### config.mk
export PLATFORM = sky130hd
export DESIGN_NAME = imem_boot_ctrl
export DESIGN_NICKNAME = d
export VERILOG_FILES = /design/src/rtl/imem_boot_ctrl.sv
export SDC_FILE = /design/constraint.sdc
export NUM_CORES = 1
export LEC_CHECK = 0
export ABC_CLOCK_PERIOD_IN_PS = 3400
export CORE_MARGIN = 2
export CORE_UTILIZATION = 41
export CTS_CLUSTER_SIZE = 16
export DETAILED_ROUTE_END_ITERATION = 8
export PLACE_DENSITY_LB_ADDON = 0.2
export SYNTH_ARGS = -nofsm -noshare
export SYNTH_HDL_FRONTEND = slang
export SYNTH_SLANG_ARGS = --single-unit
### constraint.sdc
create_clock -name clk -period 3.4 [get_ports clk]
set_clock_uncertainty 0.2 [all_clocks]
set_input_delay 0.85 -clock clk [delete_from_list [all_inputs] [get_ports clk]]
set_output_delay 0.85 -clock clk [all_outputs]
set_load 0.03 [all_outputs]
### src/rtl/imem_boot_ctrl.sv
// Instruction-memory boot loader and fetch gate.
// Receives a length-prefixed little-endian byte stream, writes the assembled
// words into IMEM, then releases the core and serves fetches from IMEM,
// substituting NOP for anything outside the loaded image.
module imem_boot_ctrl #(
  parameter int          ADDR_W = 8,
  parameter logic [31:0] NOP    = 32'h00000013
) (
  input  logic              clk,
  input  logic              reset,
  input  logic              rx_valid,
  input  logic [7:0]        rx_data,
  output logic              rx_ready,
  input  logic              boot_req,
  input  logic [31:0]       fetch_addr,
  output logic [31:0]       fetch_instr,
  output logic              core_hold,
  output logic [ADDR_W-1:0] imem_raddr,
  input  logic [31:0]       imem_rdata,
  output logic              imem_we,
  output logic [ADDR_W-1:0] imem_waddr,
  output logic [31:0]       imem_wdata,
  output logic              load_done,
  output logic [15:0]       words_loaded,
  output logic              overflow
);

  typedef enum logic [2:0] {
    HDR0,
    HDR1,
    DATA,
    FLUSH,
    RUN
  } state_t;

  // Number of IMEM words; one bit wider than any word index it is compared with.
  localparam logic [32:0] DEPTH = 33'd1 << ADDR_W;

  state_t      state;
  state_t      state_next;

  logic [7:0]  n_lo;
  logic [15:0] n_hdr;
  logic [1:0]  byte_cnt;
  logic [23:0] byte_buf;
  logic [15:0] word_idx;
  logic        word_done;
  logic        last_word;
  logic        word_in_range;
  logic        fetch_upper_hit;
  logic        fetch_beyond_image;
  logic [31:0] fetch_idx;

  // Full header value as it stands on the byte that completes it.
  assign n_hdr = {rx_data, n_lo};

  // The 4th byte of a word is on the bus; in DATA rx_ready is always high.
  assign word_done = (state == DATA) && rx_valid && (byte_cnt == 2'd3);

  // DATA is only entered with a non-zero count, so N-1 never wraps.
  assign last_word = (word_idx == (words_loaded - 16'd1));

  // Words past the end of IMEM are swallowed and flagged instead of written.
  assign word_in_range = ({17'd0, word_idx} < DEPTH);

  // Next-state and handshake/hold decode.
  always_comb begin
    state_next = state;
    rx_ready   = 1'b0;
    core_hold  = 1'b1;
    case (state)
      HDR0: begin
        rx_ready = 1'b1;
        if (rx_valid) begin
          state_next = HDR1;
        end
      end
      HDR1: begin
        rx_ready = 1'b1;
        if (rx_valid) begin
          state_next = (n_hdr != 16'd0) ? DATA : RUN;
        end
      end
      DATA: begin
        rx_ready = 1'b1;
        if (word_done && last_word) begin
          state_next = FLUSH;
        end
      end
      FLUSH: begin
        state_next = RUN;
      end
      RUN: begin
        core_hold = 1'b0;
        if (boot_req) begin
          state_next = HDR0;
        end
      end
      default: begin
        state_next = HDR0;
      end
    endcase
  end

  // State register.
  always_ff @(posedge clk) begin
    if (reset) begin
      state <= HDR0;
    end else begin
      state <= state_next;
    end
  end

  // Header capture, image status and the reload clear.
  always_ff @(posedge clk) begin
    if (reset) begin
      n_lo         <= 8'd0;
      words_loaded <= 16'd0;
      overflow     <= 1'b0;
    end else begin
      if ((state == HDR0) && rx_valid) begin
        n_lo <= rx_data;
      end
      if ((state == HDR1) && rx_valid) begin
        words_loaded <= n_hdr;
      end
      if (word_done && !word_in_range) begin
        overflow <= 1'b1;
      end
      if ((state == RUN) && boot_req) begin
        n_lo         <= 8'd0;
        words_loaded <= 16'd0;
        overflow     <= 1'b0;
      end
    end
  end

  // Byte assembler: bytes shift in from the top so b0 ends up in the low byte.
  always_ff @(posedge clk) begin
    if (reset) begin
      byte_cnt <= 2'd0;
      byte_buf <= 24'd0;
      word_idx <= 16'd0;
    end else begin
      if ((state == DATA) && rx_valid) begin
        if (byte_cnt == 2'd3) begin
          byte_cnt <= 2'd0;
          word_idx <= word_idx + 16'd1;
        end else begin
          byte_cnt <= byte_cnt + 2'd1;
          byte_buf <= {rx_data, byte_buf[23:8]};
        end
      end
      if ((state == RUN) && boot_req) begin
        byte_cnt <= 2'd0;
        word_idx <= 16'd0;
      end
    end
  end

  // Registered IMEM write port: one strobe the cycle after a word completes.
  always_ff @(posedge clk) begin
    if (reset) begin
      imem_we    <= 1'b0;
      imem_waddr <= '0;
      imem_wdata <= 32'd0;
    end else begin
      imem_we <= 1'b0;
      if (word_done && word_in_range) begin
        imem_we    <= 1'b1;
        imem_waddr <= ADDR_W'(word_idx);
        imem_wdata <= {rx_data, byte_buf};
      end
    end
  end

  // load_done marks the first RUN cycle, from either FLUSH or an empty header.
  always_ff @(posedge clk) begin
    if (reset) begin
      load_done <= 1'b0;
    end else begin
      load_done <= ((state == FLUSH) ||
                    ((state == HDR1) && rx_valid && (n_hdr == 16'd0)));
    end
  end

  // Fetch gating: low two address bits are ignored, anything outside the image is NOP.
  assign imem_raddr = fetch_addr[ADDR_W+1:2];

  // Out-of-range decode for the fetch path.
  always_comb begin
    fetch_idx          = 32'(imem_raddr);
    fetch_upper_hit    = ((fetch_addr >> (ADDR_W + 2)) != 32'd0);
    fetch_beyond_image = (fetch_idx >= 32'(words_loaded));
  end

  assign fetch_instr = (core_hold || fetch_upper_hit || fetch_beyond_image) ? NOP : imem_rdata;

endmodule

==> reports/summary.log, run 1 <==
qor: setup_path.start_point_of_the_critical_path fetch_addr[4]
qor: setup_path.critical_path.endpoint_type output port
qor: setup_path.timing.rr.start words_loaded[0]
qor: sta.timing.final.max_slew_violations 0
qor: setup_path.cp_max_fo 8
qor: synth.ys_dominant_reg_cell sky130_fd_sc_hd__dfxtp_1
qor: die.floorplan.die.width 117 microns
qor: synth.synth_async_sr_flop_share 0%
qor: finish.final_net_count 934
qor: sta.timing_worst_slew_pin_value 0.743 ns
qor: placed_design.gp_routability_congestion 0.883
qor: sta.fmax 272 MHz
qor: die.top_level_ports 177
qor: pwr.power_frac_comb 15.0%
qor: sta.fin_hold_ws 0.257 ns
qor: clocking.cts_hold_repair.buffers 0
qor: routing.vias_per_cell 5.15
qor: placed_design.place_ws -1.11 ns
qor: setup_path.worst_ep_required_time 2.35 ns
qor: outcome.failed_checks negative setup slack
qor: grt.antenna_found_initial 1
qor: clocking.clock-root-buffer sky130_fd_sc_hd__clkbuf_16
qor: synth.top_count_cell_post_synth sky130_fd_sc_hd__nand2_1
qor: synth.synth_edf_count 0
qor: grt.first_pass_grt_wire_length 24,800 microns
qor: synth.netlist-cell-type-count 45
qor: synth.proportion_of_synthesized_chip_area_in_sequential_cells 42.9%
qor: setup_path.cp.arrival 2.62 ns
qor: setup_path.regToRegSetupSlack 0.80 ns
qor: setup_path.critical_path.endpoint fetch_instr[22]
qor: die.core_area 12,500 sq um
qor: clocking.tritoncts.num_buffers 9
qor: synth.ys_seq_elements 112
qor: sta.final_hold_viol_count 0
qor: sta.finalCriticalPeriod 3.67 ns
qor: synth.yosysWarnings 0
qor: routing.dr_total_vias 5,282
qor: pwr.report.power.total 0.00288 W
qor: clocking.clock_insertion_delay_worst_skew 0.35 ns
qor: die.fp.dieH 117 microns
qor: pwr.switching_share 25.4%
qor: synth.syn_nets 772
qor: placed_design.buffers_on_ports 174
qor: setup_path.worst-r2r-cell-count 10
qor: synth.netlist_top_cells_count sky130_fd_sc_hd__nand2_1, sky130_fd_sc_hd__dfxtp_1, sky130_fd_sc_hd__a21oi_1
qor: routing.antenna_violating_nets_post_route 0
qor: clocking.clkTransAtPathRegs 0.07 ns
qor: routing.initialDrtViolationCount 283
qor: placed_design.detailedPlacementHpwl 12,000 microns
qor: routing.finalWirelength 16,300 microns
qor: pwr.power_per_cell_area 367 nW/um^2
qor: sta.unrepaired_setup_endpoints_after_global_routing yes
qor: finish.multiInputGateArea 2910 sq um
qor: clocking.cts.sinks 112
qor: sta.setup_total_neg_slack -7.74 ns
qor: synth.post_synth_instance_area 5230 sq um
qor: clocking.clockBufferDepth 2
qor: sta.setup_viol_count_final 32
qor: die.initial_utilization 41.8%
qor: finish.layout.cells.non_filler 1,025
qor: sta.finalCritPeriodShare 108%
qor: finish.register_area 2240 sq um
qor: die.floorplan.die_area 13,700 sq um
qor: grt.vias_in_the_first_global_route 4,875
qor: synth.synth_largest_area_cell sky130_fd_sc_hd__dfxtp_1
qor: min_path.hold_path_class flip-flop to flip-flop
qor: pwr.p_switching 0.000733 W
qor: routing.avgRoutedWirePerCell 15.9 microns
qor: finish.syn_to_final_growth 50.2%
qor: pwr.vdd.ir_drop.worst 0.000319 V
qor: finish.n_fill_cell 1,133
qor: setup_path.timing.critical_path.from_type input pin
qor: routing.detailedRoute.firstPassIterationCount 5
qor: synth.syn_avg_cell_area 7.64 sq um
qor: clocking.tritoncts_clock_tree built
qor: flow_run.max_cap_viol_count 0
qor: grt.grt_use_total 23.0%
qor: synth.synth_top_cells_by_area sky130_fd_sc_hd__dfxtp_1, sky130_fd_sc_hd__nand2_1, sky130_fd_sc_hd__a21oi_1
qor: die.std_cell_rows 41
qor: placed_design.place.detailed.instances 1,006
qor: clocking.clock_tree.htree_level_count 3
qor: sta.relSlewSlack 50.1%
qor: setup_path.critical_path_class input pin to output port
qor: grt.globalRouteOverflowTotal 0
qor: pwr.internal_power 0.00215 W
qor: outcome.result_of_the_run finished with violations
qor: setup_path.reg2reg_to state[0]
qor: pwr.clkPwrFrac 38.1%
qor: synth.synth_top_cell_area_share 42.9%
qor: finish.post_route_cells_drive_above_1_share 15.5%
qor: synth.syn-instance-count 685
qor: sta.timing.final.ws_setup -0.273 ns
qor: grt.grt_start_max_net_pins 68
qor: pwr.p_leak 2.83 nW
qor: pwr.seqPwrFrac 46.9%
qor: routing.detail_route.drc_violations 0
-- flip-flops by register name, indices dropped and copies added, names as in the netlist --
name / cells
imem_wdata: 32
byte_buf: 24
word_idx: 16
words_loaded: 16
imem_waddr: 8
n_lo: 8
state: 3
byte_cnt: 2
imem_we: 1
load_done: 1
overflow: 1
-- area by class of cell --
type | count | share of cell area [%]
flip-flops and latches | 112 | 28.5
multi-input cells | 502 | 37.0
clock inverters | 5 | 0.939
inverters | 14 | 0.764
diodes | 1 | 0.0318
repair buffers | 208 | 26.9
clock buffers | 11 | 3.09
well taps | 172 | 2.74
-- per-layer routing --
layer | vias to the layer above | routed length, microns | part of all wire, % | GRT usage (%)
met5 | - | 0 | 0 | 0
met4 | 0 | 350 | 2.1 | 8.08
met3 | 18 | 1120 | 6.9 | 4.43
met2 | 188 | 8010 | 49 | 40.2
met1 | 2455 | 6850 | 42 | 28.4
li1 | 2621 | - | - | -
-- critical path, stage by stage --
cell	delay (ns)
sky130_fd_sc_hd__dlygate4sd2_1	0.24
sky130_fd_sc_hd__ha_1	0.26
sky130_fd_sc_hd__nor2b_1	0.14
sky130_fd_sc_hd__o2111ai_2	0.17
sky130_fd_sc_hd__a31oi_2	0.14
sky130_fd_sc_hd__o31ai_4	0.19
sky130_fd_sc_hd__buf_6	0.19
sky130_fd_sc_hd__buf_8	0.13
sky130_fd_sc_hd__and3_4	0.19
sky130_fd_sc_hd__buf_6	0.12
-- power by group through the flow --
stage / clock network [W] / logic (W) / registers (W)
after floorplan: 0 / 0.000194 / 0.00139
after global placement: 0 / 0.000376 / 0.00138
after detailed placement: 0 / 0.000385 / 0.00138
after CTS: 0.00112 / 0.000428 / 0.00135
after global routing: 0.00117 / 0.000467 / 0.00135
final: 0.00110 / 0.000434 / 0.00135
-- cells in the final DEF, fill, tap and decap left out, types with 3 or more instances in the layout --
| cell | n |
|---|---|
| sky130_fd_sc_hd__nor2_1 | 35 |
| sky130_fd_sc_hd__ha_4 | 4 |
| sky130_fd_sc_hd__clkdlybuf4s50_1 | 135 |
| sky130_fd_sc_hd__or3_1 | 6 |
| sky130_fd_sc_hd__buf_6 | 32 |
| sky130_fd_sc_hd__and3_2 | 6 |
| sky130_fd_sc_hd__buf_12 | 5 |
| sky130_fd_sc_hd__ha_1 | 7 |
| sky130_fd_sc_hd__nand2_1 | 186 |
| sky130_fd_sc_hd__dlygate4sd2_1 | 4 |
| sky130_fd_sc_hd__o21ai_0 | 7 |
| sky130_fd_sc_hd__and3_4 | 22 |
| sky130_fd_sc_hd__nand3b_1 | 3 |
| sky130_fd_sc_hd__nor4_1 | 13 |
| sky130_fd_sc_hd__inv_1 | 13 |
| sky130_fd_sc_hd__buf_4 | 27 |
| sky130_fd_sc_hd__nand4_1 | 7 |
| sky130_fd_sc_hd__mux2i_1 | 3 |
| sky130_fd_sc_hd__nand3_1 | 17 |
| sky130_fd_sc_hd__a21oi_1 | 102 |
| sky130_fd_sc_hd__xnor2_1 | 19 |
| sky130_fd_sc_hd__dfxtp_1 | 112 |
| sky130_fd_sc_hd__clkbuf_16 | 9 |
| sky130_fd_sc_hd__xor2_1 | 15 |
| sky130_fd_sc_hd__nor3_1 | 6 |
| sky130_fd_sc_hd__nand2b_1 | 4 |
-- worst min-delay path by stage --
stage / start / end / slack, ns / depth (start not counted)
global placement: imem_wdata[26] / imem_wdata[26] / 0.24 / 2
floorplan: byte_buf[0] / imem_wdata[0] / 0.23 / 2
finish: imem_waddr[7] / imem_waddr[7] / 0.26 / 2
global route: imem_wdata[15] / imem_wdata[15] / 0.27 / 2
CTS: imem_wdata[5] / imem_wdata[5] / 0.26 / 2
detailed placement: imem_wdata[1] / imem_wdata[1] / 0.25 / 2
-- repair_timing --
action                     CTS  global route
cloned                       1             0
buffers inserted             1             0
pin swaps                   21             0
setup endpoints to repair   32            32
resized for setup           75             6
-- cells by family after synthesis --
group / after synthesis / share of synthesized area (%)
AOI/OAI and AO/OA: 128 / 13.1
adders and majority gates: 11 / 2.63
buffers and inverters: 71 / 6.12
DFF: 112 / 42.9
and+or+nand+nor: 326 / 29.0
xor gates and xnor gates: 34 / 5.69
muxes: 3 / 0.574
-- metrics by stage --
stage	utilization (%)	cell area (sq um)
after floorplan	-	5370
after global placement	58.2	7290
after detailed placement	58.2	7290
after CTS	62.6	7840
after global routing	62.8	7860
final	62.8	7860
Power figures use the tool's default switching activity.
==> run 2, diff against run 1 <==
RECOVER_POWER = 100   (was not set)
==> reports/summary.log, run 2 (synthesis gave the netlist of run 1 again) <==
qor: routing.antenna_violating_nets_post_route 0 [unchanged]
qor: setup_path.regToRegSetupSlack 0.74 ns [-0.06 ns]
qor: pwr.power_frac_comb 14.8% [-0.2 points]
qor: setup_path.worst_ep_required_time 2.35 ns [about the same]
qor: setup_path.worst-r2r-cell-count 10 [unchanged]
qor: routing.detailedRoute.firstPassIterationCount 5 [unchanged]
qor: clocking.clkTransAtPathRegs 0.07 ns [about the same]
qor: clocking.clock_tree.htree_level_count 3 [unchanged]
qor: pwr.report.power.total 0.00288 W [-0.19%]
qor: setup_path.worst_path_largest_cell_delay 0.26 ns [about the same]
qor: setup_path.critical_path.most_common_cell sky130_fd_sc_hd__buf_6
qor: pwr.clkPwrFrac 38.3% [+0.2 points]
qor: die.core_area 12,500 sq um [unchanged]
qor: routing.met3WireLength 1150 microns [+2.9%]
qor: outcome.failed_checks negative setup slack
qor: finish.mostFrequentLayoutCells sky130_fd_sc_hd__nand2_1, sky130_fd_sc_hd__dfxtp_1, sky130_fd_sc_hd__a21oi_1
qor: grt.vias_in_the_first_global_route 4,875 [unchanged]
qor: pwr.p_switching 0.000734 W [+0.13%]
qor: setup_path.cpMaxStageDelayCell sky130_fd_sc_hd__ha_1
qor: routing.met2WireLength 7960 microns [-0.56%]
qor: sta.timing.final.ws_setup -0.275 ns [-0.00224 ns]
qor: sta.timing.final.max_slew_violations 0 [unchanged]
qor: placed_design.detailedPlacementHpwl 12,000 microns [unchanged]
qor: sta.relSlewSlack 29.6% [-20 points]
qor: setup_path.cp.arrival 2.63 ns [about the same]
qor: routing.routedLengthMet1 6790 microns [-0.86%]
qor: sta.final_hold_viol_count 0 [unchanged]
qor: finish.post_route_cells_drive_above_1_share 14.8% [-0.70 points]
qor: clocking.clockBufferDepth 2 [unchanged]
qor: finish.reg.largest.list imem_wdata: 32 flops, byte_buf: 24 flops
qor: setup_path.timing.critical_path.from_type input pin
qor: pwr.seqPwrFrac 47.0% [about the same]
qor: die.top_level_ports 177 [unchanged]
qor: pwr.power_per_cell_area 368 nW/um^2 [+0.33%]
qor: pwr.p_leak 2.99 nW [+5.6%]
qor: setup_path.timing.rr.start words_loaded[0]
qor: placed_design.buffers_on_ports 174 [unchanged]
qor: setup_path.start_point_of_the_critical_path fetch_addr[4]
qor: pwr.internal_power 0.00215 W [-0.29%]
qor: sta.finalCriticalPeriod 3.68 ns [+0.00224 ns]
qor: routing.avgRoutedWirePerCell 15.9 microns [-0.34%]
qor: finish.n_fill_cell 1,142 [+0.79%]
qor: routing.dr_total_vias 5,312 [+0.57%]
qor: grt.grt_start_max_net_pins 68 [unchanged]
qor: setup_path.critical_path.endpoint_type output port
qor: setup_path.reg2reg_to state[0]
qor: routing.finalWirelength 16,300 microns [-0.34%]
qor: min_path.hold_path_class flip-flop to flip-flop
qor: sta.unrepaired_setup_endpoints_after_global_routing yes
qor: routing.vias_per_cell 5.18 [+0.57%]
qor: outcome.result_of_the_run finished with violations
qor: finish.final_util 62.5% [-0.32 points]
qor: clocking.tritoncts_clock_tree built
qor: finish.most_common_cell_after_layout_fill_and_taps_aside sky130_fd_sc_hd__nand2_1
qor: sta.fmax 272 MHz [about the same]
qor: finish.final_net_count 934 [unchanged]
qor: min_path.min_delay_path_depth 2 [unchanged]
qor: sta.setup_total_neg_slack -7.83 ns [-0.0907 ns]
qor: clocking.tritoncts.num_buffers 9 [unchanged]
qor: clocking.clock_insertion_delay_worst_skew 0.34 ns [about the same]
qor: grt.antenna_found_initial 1 [unchanged]
qor: clocking.cts.sinks 112 [unchanged]
qor: die.floorplan.die_area 13,700 sq um [unchanged]
qor: die.initial_utilization 41.8% [unchanged]
qor: sta.timing_worst_slew_pin_value 1.06 ns [+0.313 ns]
qor: sta.setup_viol_count_final 32 [unchanged]
qor: setup_path.crit_buf_inv 4 [unchanged]
qor: setup_path.cp_max_fo 8 [unchanged]
qor: sta.finalCritPeriodShare 108% [about the same]
qor: finish.syn_to_final_growth 49.5%
qor: clocking.clock-root-buffer sky130_fd_sc_hd__clkbuf_16
qor: clocking.cts_hold_repair.buffers 0 [unchanged]
qor: setup_path.critical_path_class input pin to output port
qor: setup_path.worstPathCellList dlygate4sd2_1, ha_1, nor2b_1, o2111ai_2, a31oi_2, o31ai_4, buf_6, buf_8, and3_4, buf_6
qor: setup_path.path_delay_family buffers and inverters
qor: finish.top_register imem_wdata
qor: flow_run.max_cap_viol_count 0 [unchanged]
qor: die.floorplan.die.width 117 microns [unchanged]
qor: pwr.vdd.ir_drop.worst 0.000319 V [about the same]
qor: grt.grt_use_total 23.0% [unchanged]
qor: pwr.switching_share 25.5% [+0.081 points]
qor: finish.largest_register_ffs 32 [unchanged]
qor: grt.first_pass_grt_wire_length 24,800 microns [unchanged]
qor: placed_design.gp_routability_congestion 0.883 [unchanged]
qor: die.std_cell_rows 41 [unchanged]
qor: routing.highest_layer met4
qor: min_path.holdCritStartpoint imem_waddr[7]
qor: routing.detail_route.drc_violations 0 [unchanged]
qor: routing.initialDrtViolationCount 246 [-13%]
qor: grt.globalRouteOverflowTotal 0 [unchanged]
qor: die.fp.dieH 117 microns [unchanged]
qor: min_path.worst_hold_path.endpoint imem_waddr[7]
==> run 2: layout make-up <==
type	instances	area [sq um]	share of cell area, %
clock inverter	5	73.8	0.944
antenna	1	2.50	0.0320
timing repair buffer	208	2090	26.7
clock buffer	11	243	3.10
inverter	14	60.1	0.768
sequential	112	2240	28.7
tap	172	215	2.75
multi-input combinational	502	2900	37.0
==> run 2: repair_timing <==
action / in CTS / in global routing
setup endpoints to repair: 32 / 32
cloned: 1 / 0
pin swaps: 21 / 0
buffers inserted: 1 / 0
gates resized for setup: 75 / 6
==> run 2: worst max path at each step <==
stage,endpoint,slack [ns],depth (start not counted)
floorplan,fetch_instr[0],-0.07,10
global placement,fetch_instr[0],-1.10,12
detailed placement,fetch_instr[1],-1.11,12
CTS,fetch_instr[29],-0.28,10
global route,fetch_instr[25],-0.39,10
finish,fetch_instr[22],-0.28,10
==> run 2: power by group through the flow <==
stage / clock, W / sequential [W] / combinational [W]
floorplan: 0 / 0.00139 / 0.000194
global placement: 0 / 0.00138 / 0.000376
detailed placement: 0 / 0.00138 / 0.000385
CTS: 0.00112 / 0.00135 / 0.000428
global route: 0.00117 / 0.00135 / 0.000459
finish: 0.00110 / 0.00135 / 0.000426
==> run 2: worst reg2reg max path, stage by stage (launching register included) <==
cell	delay [ns]
sky130_fd_sc_hd__dfxtp_1	0.34
sky130_fd_sc_hd__buf_4	0.17
sky130_fd_sc_hd__inv_1	0.06
sky130_fd_sc_hd__ha_1	0.33
sky130_fd_sc_hd__nor3b_1	0.36
sky130_fd_sc_hd__nand3_1	0.22
sky130_fd_sc_hd__nor3b_1	0.31
sky130_fd_sc_hd__a21oi_1	0.07
sky130_fd_sc_hd__a211oi_1	0.24
sky130_fd_sc_hd__o2bb2ai_1	0.10
sky130_fd_sc_hd__o21ai_0	0.18
==> run 2: routing by layer <==
metal  vias to the layer above  GRT usage [%]
met1                      2467           28.4
li1                       2620              -
met5                         -              0
met2                       205           40.2
met3                        20           4.43
met4                         0           8.08
==> run 2: per-stage QoR <==
step | hold WS (ns) | cell area, sq um | instances | worst slack [ns]
global placement | 0.244 | 7290 | 1006 | -1.10
floorplan | 0.232 | 5370 | 685 | -0.0705
CTS | 0.261 | 7840 | 1024 | -0.276
global route | 0.270 | 7820 | 1025 | -0.388
finish | 0.255 | 7820 | 1025 | -0.275
detailed placement | 0.248 | 7290 | 1006 | -1.11
==> run 3, diff against run 2 <==
ABC_CLOCK_PERIOD_IN_PS = 4600   (was 3400)
CORE_UTILIZATION = 45   (was 41)
clock period = 4.6 ns   (was 3.4 ns; I/O delays follow)
==> reports/summary.log, run 3 (synthesis gave the netlist of run 1 again) <==
qor: outcome.result_of_the_run finished clean
qor: setup_path.cpMaxStageDelayCell sky130_fd_sc_hd__nor4_1
qor: setup_path.start_point_of_the_critical_path fetch_addr[9]
qor: grt.antenna_found_initial 0 [-1]
qor: sta.unrepaired_setup_endpoints_after_global_routing no
qor: clocking.clock-root-buffer sky130_fd_sc_hd__clkbuf_16
qor: sta.setup_viol_count_final 0 [-100%]
qor: pwr.p_leak 2.92 nW [-2.5%]
qor: finish.final_util 64.6% [+2.1 points]
qor: finish.n_fill_cell 990 [-13%]
qor: clocking.clkTransAtPathRegs 0.08 ns [about the same]
qor: setup_path.critical_path.most_common_cell sky130_fd_sc_hd__buf_4
qor: sta.finalCriticalPeriod 4.49 ns
qor: setup_path.regToRegSetupSlack 1.36 ns [+0.62 ns]
qor: routing.initialDrtViolationCount 305 [+24%]
qor: grt.grt_start_max_net_pins 66 [-2.9%]
qor: sta.setup_total_neg_slack 0 ns [+7.83 ns]
qor: grt.grt_use_total 24.1% [+1.0 points]
qor: finish.register_area 2240 sq um [unchanged]
qor: finish.reg.largest.list imem_wdata: 32 flops, byte_buf: 24 flops
qor: setup_path.timing.critical_path.from_type input pin
qor: setup_path.cp_max_fo 6 [-2]
qor: finish.top_register imem_wdata
qor: clocking.clock_insertion_delay_worst_skew 0.35 ns [about the same]
qor: finish.syn_to_final_growth 40.4%
qor: die.initial_utilization 46.0% [+4.2 points]
qor: grt.globalRouteOverflowTotal 0 [unchanged]
qor: die.floorplan.die_area 12,500 sq um [-8.6%]
qor: routing.detail_route.drc_violations 0 [unchanged]
qor: routing.antenna_violating_nets_post_route 0 [unchanged]
qor: clocking.cts_hold_repair.buffers 0 [unchanged]
qor: setup_path.critical_path.endpoint_type output port
qor: finish.most_common_cell_after_layout_fill_and_taps_aside sky130_fd_sc_hd__nand2_1
qor: setup_path.reg2reg_to words_loaded[0]
qor: pwr.vdd.ir_drop.worst 0.000227 V [-29%]
qor: routing.avgRoutedWirePerCell 15.8 microns [-0.29%]
qor: setup_path.worst_path_largest_cell_delay 0.44 ns [+0.18 ns]
qor: pwr.power_per_cell_area 277 nW/um^2 [-25%]
qor: die.floorplan.die.width 112 microns [-4.4%]
qor: setup_path.critical_path.endpoint fetch_instr[9]
qor: routing.dr_total_vias 5,294 [-0.34%]
qor: finish.antenna_cells_inserted 0 [-1]
qor: finish.post_route_cells_drive_above_1_share 9.30% [-5.5 points]
qor: setup_path.worst-r2r-cell-count 6 [-4]
qor: flow_run.max_cap_viol_count 0 [unchanged]
qor: finish.mostFrequentLayoutCells sky130_fd_sc_hd__nand2_1, sky130_fd_sc_hd__dfxtp_1, sky130_fd_sc_hd__a21oi_1
qor: routing.detailedRoute.firstPassIterationCount 5 [unchanged]
qor: die.std_cell_rows 39 [-4.9%]
qor: clocking.cts.sinks 112 [unchanged]
qor: finish.final_net_count 922 [-1.3%]
qor: min_path.hold_path_class flip-flop to flip-flop
qor: placed_design.buffers_on_ports 174 [unchanged]
qor: die.core_area 11,400 sq um [-9.2%]
qor: sta.finalCritPeriodShare 97.6%
qor: sta.fmax 223 MHz
qor: finish.largest_register_ffs 32 [unchanged]
qor: routing.finalWirelength 15,500 microns [-4.5%]
qor: clocking.clockBufferDepth 2 [unchanged]
qor: grt.first_pass_grt_wire_length 24,600 microns [-0.58%]
qor: setup_path.cp.arrival 3.14 ns [+0.51 ns]
qor: die.fp.dieH 112 microns [-4.4%]
qor: setup_path.timing.rr.start state[2]
qor: finish.multiInputGateArea 2710 sq um [-6.4%]
qor: clocking.clock_tree.htree_level_count 3 [unchanged]
qor: placed_design.gp_routability_congestion 0.906 [+2.6%]
qor: clocking.tritoncts.num_buffers 9 [unchanged]
qor: setup_path.worstPathCellList clkdlybuf4s50_1, ha_1, nor2_1, nor4_1, o31ai_4, buf_6, buf_4, and3_1, buf_4
qor: die.top_level_ports 177 [unchanged]
qor: grt.vias_in_the_first_global_route 4,997 [+2.5%]
qor: sta.timing_worst_slew_pin_value 0.960 ns [-0.0963 ns]
qor: sta.final_hold_viol_count 0 [unchanged]
qor: placed_design.detailedPlacementHpwl 11,000 microns [-8.3%]
qor: routing.vias_per_cell 5.39 [+4.0%]
qor: setup_path.critical_path_class input pin to output port
qor: clocking.tritoncts_clock_tree built
qor: sta.relSlewSlack 36.0% [+6.4 points]
qor: sta.timing.final.max_slew_violations 0 [unchanged]
qor: setup_path.worst_ep_required_time 3.25 ns [+0.90 ns]
run 3: cell types whose count changed in the layout (fill, tap and decap cells not counted), sizes merged:
cell	before	now
clkdlybuf4s50	65	67
buf	61	48
dlygate4sd3	70	71
clkinv	1	2
diode	1	0
bufinv	1	0
clkdlybuf4s15	1	0
dlymetal6s2s	0	1
dlygate4sd2	4	1
run 3: layout make-up:
cell class | instances | share of cell area, %
multi-input combinational | 502 | 36.9
sequential | 112 | 30.5
inverter | 14 | 0.716
clock inverter | 5 | 0.716
tap | 143 | 2.44
clock buffer | 10 | 3.12
timing repair buffer | 196 | 25.6
run 3: routing by layer:
metal  up-vias  routed length, microns  track usage, %
li1       2594                       -               -
met1      2439                    6300            29.4
met2       229                    7650            41.9
met3        32                    1220            5.33
met4         0                     371            7.98
met5         -                       0               0
run 3: how the worst min path moves through the flow:
stage | from | to | slack [ns] | cells past startpoint
global placement | imem_wdata[31] | imem_wdata[31] | 0.24 | 2
CTS | imem_wdata[13] | imem_wdata[13] | 0.26 | 2
floorplan | byte_buf[0] | imem_wdata[0] | 0.23 | 2
detailed placement | imem_wdata[13] | imem_wdata[13] | 0.25 | 2
global route | imem_wdata[19] | imem_wdata[19] | 0.27 | 2
finish | imem_wdata[13] | imem_wdata[13] | 0.25 | 2
run 3: critical path: cells and delay by family:
family	cells	cell delay [ns]
buffers and inverters	4	0.90
AND/OR/NAND/NOR	3	0.64
adder cells (fa/ha/maj)	1	0.28
AO/OA/AOI/OAI	1	0.17
run 3: through the flow:
step / power [W] / instances / setup WS (ns) / area [sq um] / hold WS (ns)
CTS: 0.00205 / 982 / 0.00935 / 7440 / 0.259
global placement: 0.00127 / 962 / -0.517 / 6960 / 0.242
global route: 0.00211 / 982 / 0.00852 / 7340 / 0.274
finish: 0.00204 / 982 / 0.111 / 7340 / 0.253
floorplan: 0.00116 / 685 / 0.286 / 5230 / 0.232
detailed placement: 0.00128 / 962 / -0.503 / 6960 / 0.249
run 3: what timing repair did:
item | CTS | global route
cloned | 3 | 0
hold endpoints to repair | 0 | 0
gates resized for setup | 50 | 10
buffers inserted | 2 | 0
pin swaps | 5 | 4
endpoints found under the setup margin | 32 | 32
run 3: report_power, final:
part	total (W)	switching (W)	internal, W	leakage, nW
Clock	0.000745	0.000368	0.000377	0.134
Combinational	0.000290	0.000149	0.000141	1.88
Sequential	0.00100	0.0000198	0.000983	0.904
